[src/rtl/k_and_s_pkg.sv]
// Shared types and constants for the K&S multicycle datapath.
// Width constants, decoded-instruction enum, ALU encodings and the opcode decoder.
package k_and_s_pkg;

  localparam int DATA_W    = 16;
  localparam int ADDR_W    = 5;
  localparam int NREGS     = 4;
  localparam int REG_SEL_W = 2;

  typedef enum logic [3:0] {
    I_NOP,
    I_LOAD,
    I_STORE,
    I_MOVE,
    I_ADD,
    I_SUB,
    I_AND,
    I_OR,
    I_BRANCH,
    I_BZERO,
    I_BNEG,
    I_BOV,
    I_BNOV,
    I_BNNEG,
    I_BNZERO,
    I_HALT
  } decoded_instruction_type;

  typedef enum logic [1:0] {
    ALU_OR  = 2'b00,
    ALU_ADD = 2'b01,
    ALU_SUB = 2'b10,
    ALU_AND = 2'b11
  } alu_op_t;

  typedef struct packed {
    logic zero;
    logic neg;
    logic unsigned_ovf;
    logic signed_ovf;
  } alu_flags_t;

  localparam logic [7:0] OP_BRANCH = 8'h01;
  localparam logic [7:0] OP_BZERO  = 8'h02;
  localparam logic [7:0] OP_BNEG   = 8'h03;
  localparam logic [7:0] OP_BOV    = 8'h05;
  localparam logic [7:0] OP_BNOV   = 8'h06;
  localparam logic [7:0] OP_BNNEG  = 8'h0A;
  localparam logic [7:0] OP_BNZERO = 8'h0B;
  localparam logic [7:0] OP_LOAD   = 8'h81;
  localparam logic [7:0] OP_STORE  = 8'h82;
  localparam logic [7:0] OP_MOVE   = 8'h91;
  localparam logic [7:0] OP_ADD    = 8'hA1;
  localparam logic [7:0] OP_SUB    = 8'hA2;
  localparam logic [7:0] OP_AND    = 8'hA3;
  localparam logic [7:0] OP_OR     = 8'hA4;
  localparam logic [7:0] OP_HALT   = 8'hFF;

  // Unlisted opcodes fall through to I_NOP so stray words are harmless.
  function automatic decoded_instruction_type decode_opcode(input logic [7:0] opcode);
    decoded_instruction_type dec;
    case (opcode)
      OP_BRANCH: dec = I_BRANCH;
      OP_BZERO:  dec = I_BZERO;
      OP_BNEG:   dec = I_BNEG;
      OP_BOV:    dec = I_BOV;
      OP_BNOV:   dec = I_BNOV;
      OP_BNNEG:  dec = I_BNNEG;
      OP_BNZERO: dec = I_BNZERO;
      OP_LOAD:   dec = I_LOAD;
      OP_STORE:  dec = I_STORE;
      OP_MOVE:   dec = I_MOVE;
      OP_ADD:    dec = I_ADD;
      OP_SUB:    dec = I_SUB;
      OP_AND:    dec = I_AND;
      OP_OR:     dec = I_OR;
      OP_HALT:   dec = I_HALT;
      default:   dec = I_NOP;
    endcase
    return dec;
  endfunction

endpackage

[src/rtl/k_and_s_datapath_if.sv]
// Control-unit / RAM side of the K&S datapath: strobes in, decode and flags out.
interface k_and_s_datapath_if;
  import k_and_s_pkg::*;

  logic                    ir_enable;
  logic                    pc_enable;
  logic                    branch;
  logic                    addr_sel;
  logic                    c_sel;
  logic [1:0]              operation;
  logic                    write_reg_enable;
  logic                    flags_reg_enable;
  decoded_instruction_type decoded_instruction;
  logic                    zero_op;
  logic                    neg_op;
  logic                    unsigned_overflow;
  logic                    signed_overflow;
  logic [ADDR_W-1:0]       ram_addr;
  logic [DATA_W-1:0]       data_out;
  logic [DATA_W-1:0]       data_in;

  modport master (
    output ir_enable, pc_enable, branch, addr_sel, c_sel, operation,
           write_reg_enable, flags_reg_enable, data_in,
    input  decoded_instruction, zero_op, neg_op, unsigned_overflow,
           signed_overflow, ram_addr, data_out
  );

  modport slave (
    input  ir_enable, pc_enable, branch, addr_sel, c_sel, operation,
           write_reg_enable, flags_reg_enable, data_in,
    output decoded_instruction, zero_op, neg_op, unsigned_overflow,
           signed_overflow, ram_addr, data_out
  );

endinterface

[src/rtl/k_and_s_register_bank.sv]
// 4x16 register bank: one synchronous write port, two combinational read ports.
module k_and_s_register_bank
  import k_and_s_pkg::*;
(
  input  logic                 clk,
  input  logic                 rst_n,
  input  logic                 write_enable,
  input  logic [REG_SEL_W-1:0] write_sel,
  input  logic [DATA_W-1:0]    write_data,
  input  logic [REG_SEL_W-1:0] a_sel,
  input  logic [REG_SEL_W-1:0] b_sel,
  output logic [DATA_W-1:0]    a_data,
  output logic [DATA_W-1:0]    b_data
);

  logic [DATA_W-1:0] regs_q [NREGS];
  logic [DATA_W-1:0] regs_d [NREGS];

  always_comb begin
    for (int i = 0; i < NREGS; i++) begin
      regs_d[i] = regs_q[i];
    end
    if (write_enable) begin
      regs_d[write_sel] = write_data;
    end
  end

  always_ff @(posedge clk or negedge rst_n) begin
    if (!rst_n) begin
      for (int i = 0; i < NREGS; i++) begin
        regs_q[i] <= '0;
      end
    end else begin
      for (int i = 0; i < NREGS; i++) begin
        regs_q[i] <= regs_d[i];
      end
    end
  end

  assign a_data = regs_q[a_sel];
  assign b_data = regs_q[b_sel];

endmodule

[src/rtl/k_and_s_datapath.sv]
// K&S datapath: IR, PC, register bank, ALU, flags register, decoder and RAM address mux.
module k_and_s_datapath
  import k_and_s_pkg::*;
(
  input  logic              clk,
  input  logic              rst_n,
  k_and_s_datapath_if.slave bus
);

  logic [DATA_W-1:0]       ir_q, ir_d;
  logic [ADDR_W-1:0]       pc_q, pc_d;
  alu_flags_t              flags_q, flags_d;
  decoded_instruction_type decoded;

  logic [REG_SEL_W-1:0]    dest_sel, a_sel, b_sel;
  logic [DATA_W-1:0]       a_data, b_data;
  logic [DATA_W-1:0]       write_data;

  logic [DATA_W:0]         sum_ext, diff_ext;
  logic [DATA_W-1:0]       alu_result;
  alu_flags_t              alu_flags;

  assign decoded = decode_opcode(ir_q[15:8]);

  // Operand fields move around per instruction class; ALU layout is the default.
  always_comb begin
    dest_sel = ir_q[5:4];
    a_sel    = ir_q[3:2];
    b_sel    = ir_q[1:0];
    case (decoded)
      I_LOAD:  dest_sel = ir_q[6:5];
      I_STORE: a_sel    = ir_q[6:5];
      I_MOVE: begin
        dest_sel = ir_q[3:2];
        a_sel    = ir_q[1:0];
        b_sel    = ir_q[1:0];
      end
      default: ;
    endcase
  end

  assign write_data = bus.c_sel ? alu_result : bus.data_in;

  k_and_s_register_bank u_register_bank (
    .clk          (clk),
    .rst_n        (rst_n),
    .write_enable (bus.write_reg_enable),
    .write_sel    (dest_sel),
    .write_data   (write_data),
    .a_sel        (a_sel),
    .b_sel        (b_sel),
    .a_data       (a_data),
    .b_data       (b_data)
  );

  // The extra top bit of diff_ext is the borrow, i.e. A < B unsigned.
  always_comb begin
    sum_ext    = {1'b0, a_data} + {1'b0, b_data};
    diff_ext   = {1'b0, a_data} - {1'b0, b_data};
    alu_result = '0;
    alu_flags  = '0;
    case (alu_op_t'(bus.operation))
      ALU_OR:  alu_result = a_data | b_data;
      ALU_AND: alu_result = a_data & b_data;
      ALU_ADD: begin
        alu_result             = sum_ext[DATA_W-1:0];
        alu_flags.unsigned_ovf = sum_ext[DATA_W];
        alu_flags.signed_ovf   = (a_data[DATA_W-1] == b_data[DATA_W-1]) &&
                                 (alu_result[DATA_W-1] != a_data[DATA_W-1]);
      end
      ALU_SUB: begin
        alu_result             = diff_ext[DATA_W-1:0];
        alu_flags.unsigned_ovf = diff_ext[DATA_W];
        alu_flags.signed_ovf   = (a_data[DATA_W-1] != b_data[DATA_W-1]) &&
                                 (alu_result[DATA_W-1] != a_data[DATA_W-1]);
      end
      default: ;
    endcase
    alu_flags.zero = (alu_result == '0);
    alu_flags.neg  = alu_result[DATA_W-1];
  end

  // Branch target comes from the IR still held this cycle, even if IR reloads too.
  always_comb begin
    ir_d    = ir_q;
    pc_d    = pc_q;
    flags_d = flags_q;
    if (bus.ir_enable) begin
      ir_d = bus.data_in;
    end
    if (bus.pc_enable) begin
      pc_d = bus.branch ? ir_q[ADDR_W-1:0] : pc_q + ADDR_W'(1);
    end
    if (bus.flags_reg_enable) begin
      flags_d = alu_flags;
    end
  end

  always_ff @(posedge clk or negedge rst_n) begin
    if (!rst_n) begin
      ir_q    <= '0;
      pc_q    <= '0;
      flags_q <= '0;
    end else begin
      ir_q    <= ir_d;
      pc_q    <= pc_d;
      flags_q <= flags_d;
    end
  end

  assign bus.decoded_instruction = decoded;
  assign bus.ram_addr            = bus.addr_sel ? ir_q[ADDR_W-1:0] : pc_q;
  assign bus.data_out            = a_data;
  assign bus.zero_op             = flags_q.zero;
  assign bus.neg_op              = flags_q.neg;
  assign bus.unsigned_overflow   = flags_q.unsigned_ovf;
  assign bus.signed_overflow     = flags_q.signed_ovf;

endmodule

[src/flat_wrapper.sv]
// flat-port wrapper written by rule: the top's interface ports become plain ports
module k_and_s_datapath_flat import k_and_s_pkg::*;
  (clk, rst_n, bus_ir_enable, bus_pc_enable, bus_branch, bus_addr_sel, bus_c_sel, bus_operation, bus_write_reg_enable, bus_flags_reg_enable, bus_data_in, bus_decoded_instruction, bus_zero_op, bus_neg_op, bus_unsigned_overflow, bus_signed_overflow, bus_ram_addr, bus_data_out);
  k_and_s_datapath_if bus_i ();
  input  logic clk;
  input  logic rst_n;
  input wire logic [$bits(bus_i.ir_enable)-1:0] bus_ir_enable;
  input wire logic [$bits(bus_i.pc_enable)-1:0] bus_pc_enable;
  input wire logic [$bits(bus_i.branch)-1:0] bus_branch;
  input wire logic [$bits(bus_i.addr_sel)-1:0] bus_addr_sel;
  input wire logic [$bits(bus_i.c_sel)-1:0] bus_c_sel;
  input wire logic [$bits(bus_i.operation)-1:0] bus_operation;
  input wire logic [$bits(bus_i.write_reg_enable)-1:0] bus_write_reg_enable;
  input wire logic [$bits(bus_i.flags_reg_enable)-1:0] bus_flags_reg_enable;
  input wire logic [$bits(bus_i.data_in)-1:0] bus_data_in;
  output wire logic [$bits(bus_i.decoded_instruction)-1:0] bus_decoded_instruction;
  output wire logic [$bits(bus_i.zero_op)-1:0] bus_zero_op;
  output wire logic [$bits(bus_i.neg_op)-1:0] bus_neg_op;
  output wire logic [$bits(bus_i.unsigned_overflow)-1:0] bus_unsigned_overflow;
  output wire logic [$bits(bus_i.signed_overflow)-1:0] bus_signed_overflow;
  output wire logic [$bits(bus_i.ram_addr)-1:0] bus_ram_addr;
  output wire logic [$bits(bus_i.data_out)-1:0] bus_data_out;
  assign bus_i.ir_enable = bus_ir_enable;
  assign bus_i.pc_enable = bus_pc_enable;
  assign bus_i.branch = bus_branch;
  assign bus_i.addr_sel = bus_addr_sel;
  assign bus_i.c_sel = bus_c_sel;
  assign bus_i.operation = bus_operation;
  assign bus_i.write_reg_enable = bus_write_reg_enable;
  assign bus_i.flags_reg_enable = bus_flags_reg_enable;
  assign bus_i.data_in = bus_data_in;
  assign bus_decoded_instruction = bus_i.decoded_instruction;
  assign bus_zero_op = bus_i.zero_op;
  assign bus_neg_op = bus_i.neg_op;
  assign bus_unsigned_overflow = bus_i.unsigned_overflow;
  assign bus_signed_overflow = bus_i.signed_overflow;
  assign bus_ram_addr = bus_i.ram_addr;
  assign bus_data_out = bus_i.data_out;
  k_and_s_datapath u_core (.clk(clk), .rst_n(rst_n), .bus(bus_i));
endmodule
[config.mk]
export PLATFORM = sky130hd
export DESIGN_NAME = k_and_s_datapath_flat
export DESIGN_NICKNAME = d
export VERILOG_FILES = /design/src/rtl/k_and_s_pkg.sv /design/src/rtl/k_and_s_datapath_if.sv /design/src/rtl/k_and_s_register_bank.sv /design/src/rtl/k_and_s_datapath.sv /design/src/flat_wrapper.sv
export SDC_FILE = /design/constraint.sdc
export NUM_CORES = 1
export LEC_CHECK = 0
export CAP_MARGIN = 0
export CORE_ASPECT_RATIO = 0.9
export CORE_MARGIN = 2
export CORE_UTILIZATION = 55
export CTS_CLUSTER_SIZE = 16
export DETAILED_ROUTE_END_ITERATION = 10
export PLACE_DENSITY_LB_ADDON = 0.1
export SETUP_SLACK_MARGIN = 0.15
export SYNTH_ARGS = -nofsm -noshare
export SYNTH_HDL_FRONTEND = slang
export SYNTH_SLANG_ARGS = --single-unit
[constraint.sdc]
create_clock -name clk -period 8.5 [get_ports clk]
set_input_delay 2.125 -clock clk [delete_from_list [all_inputs] [get_ports clk]]
set_output_delay 2.125 -clock clk [all_outputs]
set_load 0.03 [all_outputs]
# Yosys cells after proc, flatten, opt, wreduce, memory -nomap -nowiden
# Cells that the tools add are included.
[word_totals] wordCells=69 in_bits=27 register_bits=89
[op_classes] reduce_logical=5 mux=17 bitwise=5 n_addsub=3 order_cmp=4 n_eq_ne=25
[ops] operator="2-to-1 mux 16 bit" n=6
[ops] operator="binary-select mux 16 bit (select 2 bit)" n=2
[ops] operator="bitwise mux 64 bit" n=1
[ops] operator="== test 8 bit, second input constant" n=8
[ops] operator="one-hot mux 16 bit (4 select lines)" n=1
[ops] operator="one-hot mux 4 bit (15 select lines)" n=1
[ops] operator="demux 16 bit (select 2 bit)" n=1
[ops] operator="adder 16 x 16 -> 17 bit" n=1
[ops] operator="subtractor 16 x 16 -> 17 bit" n=1
[ops] operator="bitwise AND 16 bit" n=1
[ops] operator="== test 8 x 2 -> 1 bit, second input constant" n=2
[ops] operator="== test 8 x 3 -> 1 bit, second input constant" n=2
[ops] operator="== test 8 x 4 -> 1 bit, second input constant" n=2
[ops] operator="zero test 16 bit" n=1
[ops] operator="OR 16 bit" n=1
[ops] operator="one-hot mux 2 bit (2 select lines)" n=3
[ops] operator="2-to-1 mux 5 bit" n=2
[ops] operator="greater-or-equal comparator 3 bit, second input constant" n=3
[ops] operator="NOT 2 -> 3 bit" n=3
[ops] operator="== test 4 x 2 -> 1 bit, second input constant" n=2
[ops] operator="== test 8 x 1 -> 1 bit, second input constant" n=1
[ops] operator="adder 5 x 1 -> 5 bit, second input constant" n=1
[ops] operator="== test 2 bit, second input constant" n=2
[ops] operator="== test 4 x 1 -> 1 bit, second input constant" n=1
[ops] operator="6 further kinds" n=10

# Logic depth before layout (Yosys ltp)
[depth] word_depth=12 depth_mapped=23 mapped_depth_nobuf=21

# By module
# A second synthesis with hierarchy kept.
[hier_totals] hier_cells=692 area_unflattened_um2=7225.7
[by_module_without_submodules] mod="k_and_s_datapath" cells_each=516 area_each_um2=4051.4 instances=1 seq_area_each_um2=600.6
[by_module_without_submodules] mod="k_and_s_register_bank" cells_each=176 area_each_um2=3174.3 instances=1 seq_area_each_um2=1601.5

# Worst setup path before layout
# No wires, ideal clock.
[synth_timing] path_kind="reg-to-reg" start="register u_core.ir_q[14]" end="register u_core.flags_q, in the netlist u_core.bus.zero_op" t_arrival_ns=6.078 path_stages_with_launch=24 setup_ns=0.101 period_less_slack_ns=6.178 path_buffers=2 required_ns=8.399 slack_ns=2.322 path_cell_list="dfrtp_1 nor4b_1 nand2_1 or3_1 buf_2 o21a_1 o21ai_1 mux2_2 mux2i_2 buf_4 mux2i_1 mux2i_1 ha_1 inv_1 fa_1 and2b_1 o2111a_1 or4_1 a31oi_1 a2111oi_0 o2111ai_1 and4b_1 or4b_1 o32ai_1"
[synth_between] elab_chain_len=11
[synth_lines] element="start, declared" line="k_and_s_datapath.sv:10" source="logic [DATA_W-1:0] ir_q, ir_d;"
[synth_lines] element="start signal, assigned" line="k_and_s_datapath.sv:105" source="ir_q <= ir_d;"
[synth_lines] element="== test 8 bit (tied with other cells)" line="k_and_s_pkg.sv:62" source="case (opcode)"
[synth_lines] element="one-hot mux 4 bit (15 select lines) (*)" line="k_and_s_pkg.sv:62"
[synth_lines] element="via bus_decoded_instruction[0]" line="flat_wrapper.sv:16" source="output wire logic [$bits(bus_i.decoded_instruction)-1:0] bus_decoded_instruction;"
[synth_lines] element="== test 4 x 2 -> 1 bit" line="k_and_s_datapath.sv:30" source="case (decoded)"
[synth_lines] element="one-hot mux 2 bit (2 select lines) (*)" line="k_and_s_datapath.sv:30"
[synth_lines] element="NOT 2 -> 3 bit (implied by the code) (*)" line="k_and_s_register_bank.sv:40" source="assign a_data = regs_q[a_sel];"
[synth_lines] element="binary-select mux 16 bit (select 2 bit) (*)" line="k_and_s_register_bank.sv:40"
[synth_lines] element="2-to-1 mux 16 bit (implied by the code) (*) (2 in series)" line="k_and_s_register_bank.sv:40"
[synth_lines] element="via bus_data_out[0]" line="flat_wrapper.sv:22" source="output wire logic [$bits(bus_i.data_out)-1:0] bus_data_out;"
[synth_lines] element="subtractor 16 x 16 -> 17 bit (tied with other cells)" line="k_and_s_datapath.sv:59" source="diff_ext = {1'b0, a_data} - {1'b0, b_data};"
[synth_lines] element="one-hot mux 16 bit (4 select lines) (*)" line="k_and_s_datapath.sv:62" source="case (alu_op_t'(bus.operation))"
[synth_lines] element="zero test 16 bit (*)" line="k_and_s_datapath.sv:79" source="alu_flags.zero = (alu_result == '0);"
[synth_lines] element="end signal, assigned" line="k_and_s_datapath.sv:107" source="flags_q <= flags_d;"
[synth_lines] element="end, declared" line="k_and_s_datapath.sv:12" source="alu_flags_t flags_q, flags_d;"
# Mark *: on every way through the listed nets, which the timed path passes. The rest lies on a longest branch. The select of a mux whose other input is x is not followed.
# A chain may end at the register's enable or synchronous reset.

# Final worst setup path
[layout_timing] start="register u_core.ir_q[14]" end="output port bus_data_out[1]"
[layout_between] elab_chain_len=8
[layout_lines] element="== test 8 bit (tied with other cells)" line="k_and_s_pkg.sv:62"
[layout_lines] element="one-hot mux 4 bit (15 select lines) (*)" line="k_and_s_pkg.sv:62"
[layout_lines] element="== test 4 x 2 -> 1 bit" line="k_and_s_datapath.sv:30"
[layout_lines] element="one-hot mux 2 bit (2 select lines) (*)" line="k_and_s_datapath.sv:30"
[layout_lines] element="NOT 2 -> 3 bit (implied by the code) (*)" line="k_and_s_register_bank.sv:40"
[layout_lines] element="binary-select mux 16 bit (select 2 bit) (*)" line="k_and_s_register_bank.sv:40"
[layout_lines] element="2-to-1 mux 16 bit (implied by the code) (*) (2 in series)" line="k_and_s_register_bank.sv:40"
[layout_lines] element="end, declared" line="flat_wrapper.sv:22"
# Every way passes the cells marked *; elsewhere a longest branch is shown, timed or not. The select of a mux whose other input is x is not followed.

==> summary.md <==
| Metric | Value |
|---|---|
| Status | completed |
| RSZ-0062 raised after global routing | false |
| HPWL Detailed | 14.22 mm |
| Core region area | 13,410 sq um |
| Slew Limit Headroom | 0.2362 |
| Most numerous cell in the Yosys netlist | dfrtp_1 |
| Count of cell types in the netlist | 85 |
| P per Cell Area | ~420 nW/um^2 |
| CTS tree | done |
| Initial antenna violation count | 1 |
| Die area | about 15,000 sq um |
| Endpoint class of the critical path | output pin |
| Layout cells sized above 1 | 0.1943 |
| Final min period | 7.054 ns |
| Highest clock rate | between 100 and 150 MHz |
| Post-synthesis simple-gate area fraction | 0.1071 |
| FP Rows | 40 |
| First-pass GRT wire length | between 30 and 40 mm |
| Final setup TNS | 0 ns |
| Root buf cell | clkbuf_16 |
| TritonRoute pass-1 iters | 5 |
| Total Wirelength | between 20 and 25 mm |
| Mux cell area share after synthesis | 0.2947 |
| Synth Area in Adders | 0.09758 |
| Most instantiated cells after synthesis | dfrtp_1, mux2_2, ha_1, mux2i_1, nand2_1 |
| I/O pin cnt | 56 |
| Input/output buffers | 55 |
| Wirelength per Cell | approximately 21 um |
| Synth Area in Compound Gates | 0.1429 |
| Clock Skew | 0.01239 ns |
| Global route overflow | 0 |
| Final Setup Violations | 0 |
| Iteration-0 DRC count of the detailed router | 397 |
| CTS Buffer Depth | 2 |
| Area delta synth->final | 12.76% |
| Post-place setup slack | 1.731 ns |
| Final setup margin | between 1 and 1.5 ns |
| Ranking of synthesized cells by area | dfrtp_1, mux2_2, ha_1 |
| Clock slew at reported path FFs | roughly 0.060 ns |
| Worst slew pin tran | 1.146 ns |
| Leading area contributor after synthesis | dfrtp_1 |
| Critical path type | reg -> out |
| Post-CTS Hold Fix Bufs | 0 |
| Async SR Flop Fraction | 1.000 |
| Latest clock arrival within the worst-skew pair | 0.37 ns |
| Fin cells | between 900 and 1,000 |
| Largest family of logic cells by synthesized area | multiplexers |
| H-tree depth | 3 |
| Initial Utilization | 0.5660 |
| Crit-path max FO | 17 |
| Number of synthesized flops with an enable pin | 0 |
| Post-DR vias/cell | roughly 6.4 |
| Post-synthesis sequential area ratio | 0.2901 |
| Die height | 115.5 um |
| Vias in the first global route | ~5,900 |
| Post-cts sizing count | 0 |
| Mapped cell area | roughly 7600 sq um |
| Worst EP required | approximately 6.4 ns |
| Clk sinks | 88 |
| N_diodes | 0 |
| CP Launch Type | flop |
| Data arrival time of the critical path | 4.93 ns |
| Cells after DPL | around 920 |
| Xor/xnor share of the synthesized area | 0.01615 |
| Final hold viol count | 0 |
| Final GP Congestion | between 0.9 and 1 |
| Syn_nets | 815 |
| Via count | approximately 6,000 |
| Number of nets with antenna violations after routing | 0 |
| Main synth FF type | dfrtp_1 |
| Max-slew violations | 0 |
| Leakage | around 3.6 nW |
| Fillcell total | between 1,000 and 1,500 |
| Syn_area_per_cell | 10.40 sq um |
| Post-layout nets | roughly 850 |
| Ys Warns | 0 |
| Largest net degree at the start of global routing | between 80 and 90 |
| CTS Buf Count | 9 |
| Post-CTS Setup Inserts | 0 |
| GRT Total Usage | 0.2804 |
| Die Wd | around 130 um |
| Class of the tightest hold or removal check | reg -> reg |
| Mapped Cells | 730 |
| #FFs+latches synth | between 80 and 90 |
| IR drop worst, VDD | ~0.2 mV |
| DRC Markers | 0 |
| Max-cap violations | 0 |
| Area fraction of the dominant cell type after synthesis | 0.2901 |
| Final worst path period share | 0.8298 |
[worst max-delay path, cell delays in order (launching register included)]
cell and delay, ns:
dfrtp_1 0.46, nor4b_1 0.30, nand2_1 0.10, or3_1 0.49, o21a_1 0.23, o21ai_1 0.13
mux2_2 0.38, mux2i_4 0.66, buf_4 0.44, mux2i_1 0.14, mux2i_1 0.44, clkdlybuf4s50_1 0.78
[metal layers]
metal | global-route usage | vias up | share of wire | wire (um)
li1 | - | 2765 | - | -
met2 | 0.4292 | 223 | 0.44 | 8839
met3 | 0.06048 | 41 | 0.058 | 1161
met5 | 0 | - | 0.00080 | 16
met1 | 0.3960 | 2998 | 0.47 | 9482
met4 | 0.09890 | 2 | 0.025 | 501
[flip-flops by register name (all words and copies together) (netlist names)]
register,count
u_core.u_register_bank.regs_q,64
u_core.bus.zero_op,1
u_core.ir_q,15
u_core.bus.neg_op,1
u_core.bus.unsigned_overflow,1
u_core.pc_q,5
u_core.bus.signed_overflow,1
[stage by stage]
| step | power [mW] | cell area, sq um | utilization | hold WS [ns] |
|---|---|---|---|---|
| global route | 3.856 | 8559 | 0.6382 | 0.5253 |
| CTS | 3.558 | 8559 | 0.6382 | 0.5181 |
| floorplan | 2.502 | 7591 | - | 0.4756 |
| global placement | 3.024 | 8209 | 0.6120 | 0.4898 |
| detailed placement | 3.073 | 8209 | 0.6120 | 0.5018 |
| finish | 3.596 | 8559 | 0.6382 | 0.5146 |
[cells by family after synthesis]
group / Yosys count
mux: 184
flops: 88
compound gates: 150
xor+xnor: 14
simple gates: 148
fa+ha+maj: 58
buf+inv: 88
[path summary, 6_finish.rpt]
check | startpoint | endpoint | slack, ns | cells after the start
worst max register to register | u_core.ir_q[14] | u_core.bus.zero_op | 1.63 | 21
worst max-delay path | u_core.ir_q[14] | bus_data_out[1] | 1.45 | 11
worst min register to register | u_core.u_register_bank.regs_q[21] | u_core.u_register_bank.regs_q[21] | 0.51 | 1
min in group asynchronous | rst_n | u_core.u_register_bank.regs_q[28] | 1.94 | 1
max in group asynchronous | rst_n | u_core.u_register_bank.regs_q[59] | 5.77 | 1
worst min-delay path | u_core.u_register_bank.regs_q[21] | u_core.u_register_bank.regs_q[21] | 0.51 | 1
[power by group]
group          internal, mW  switching [mW]  leakage (nW)  total, mW
Combinational          1.04            1.36          2.41       2.40
Clock                 0.290           0.182         0.171      0.472
Sequential            0.590           0.138          1.06      0.728
Total                  1.92            1.68          3.65       3.60
[layout by cell type (no fill, tap or decap), drive strengths merged, types with 4 or more instances in the layout]
master,netlist,routed
nor2,28,28
a21oi,37,37
and3,5,5
a211oi,8,8
mux2,110,110
o21ai,26,26
o211ai,6,6
nand2b,7,7
dfrtp,88,88
nor4,7,7
ha,56,56
nor2b,4,4
a22oi,7,7
inv,44,46
mux2i,58,58
mux4,16,16
nand2,46,46
o21a,5,5
a221oi,6,6
o221ai,4,4
nor3,11,11
or3,4,4
o31ai,7,7
clkinv,2,4
buf,19,9
a31oi,6,6
nand3,12,12
clkbuf,23,9
xnor2,14,14
clkdlybuf4s50,0,54
a22o,5,5
[layout make-up]
type / count / area (sq um) / share of cell area
Sequential cell: 88 / 2202 / 0.2573
Multi-Input combinational cell: 554 / 5016 / 0.5860
Clock buffer: 9 / 225.2 / 0.02631
Clock inverter: 7 / 125.1 / 0.01462
Tap cell: 168 / 210.2 / 0.02456
Inverter: 46 / 172.7 / 0.02017
Timing Repair Buffer: 63 / 608.1 / 0.07104
Note: power is estimated with default switching activity, not from simulation.
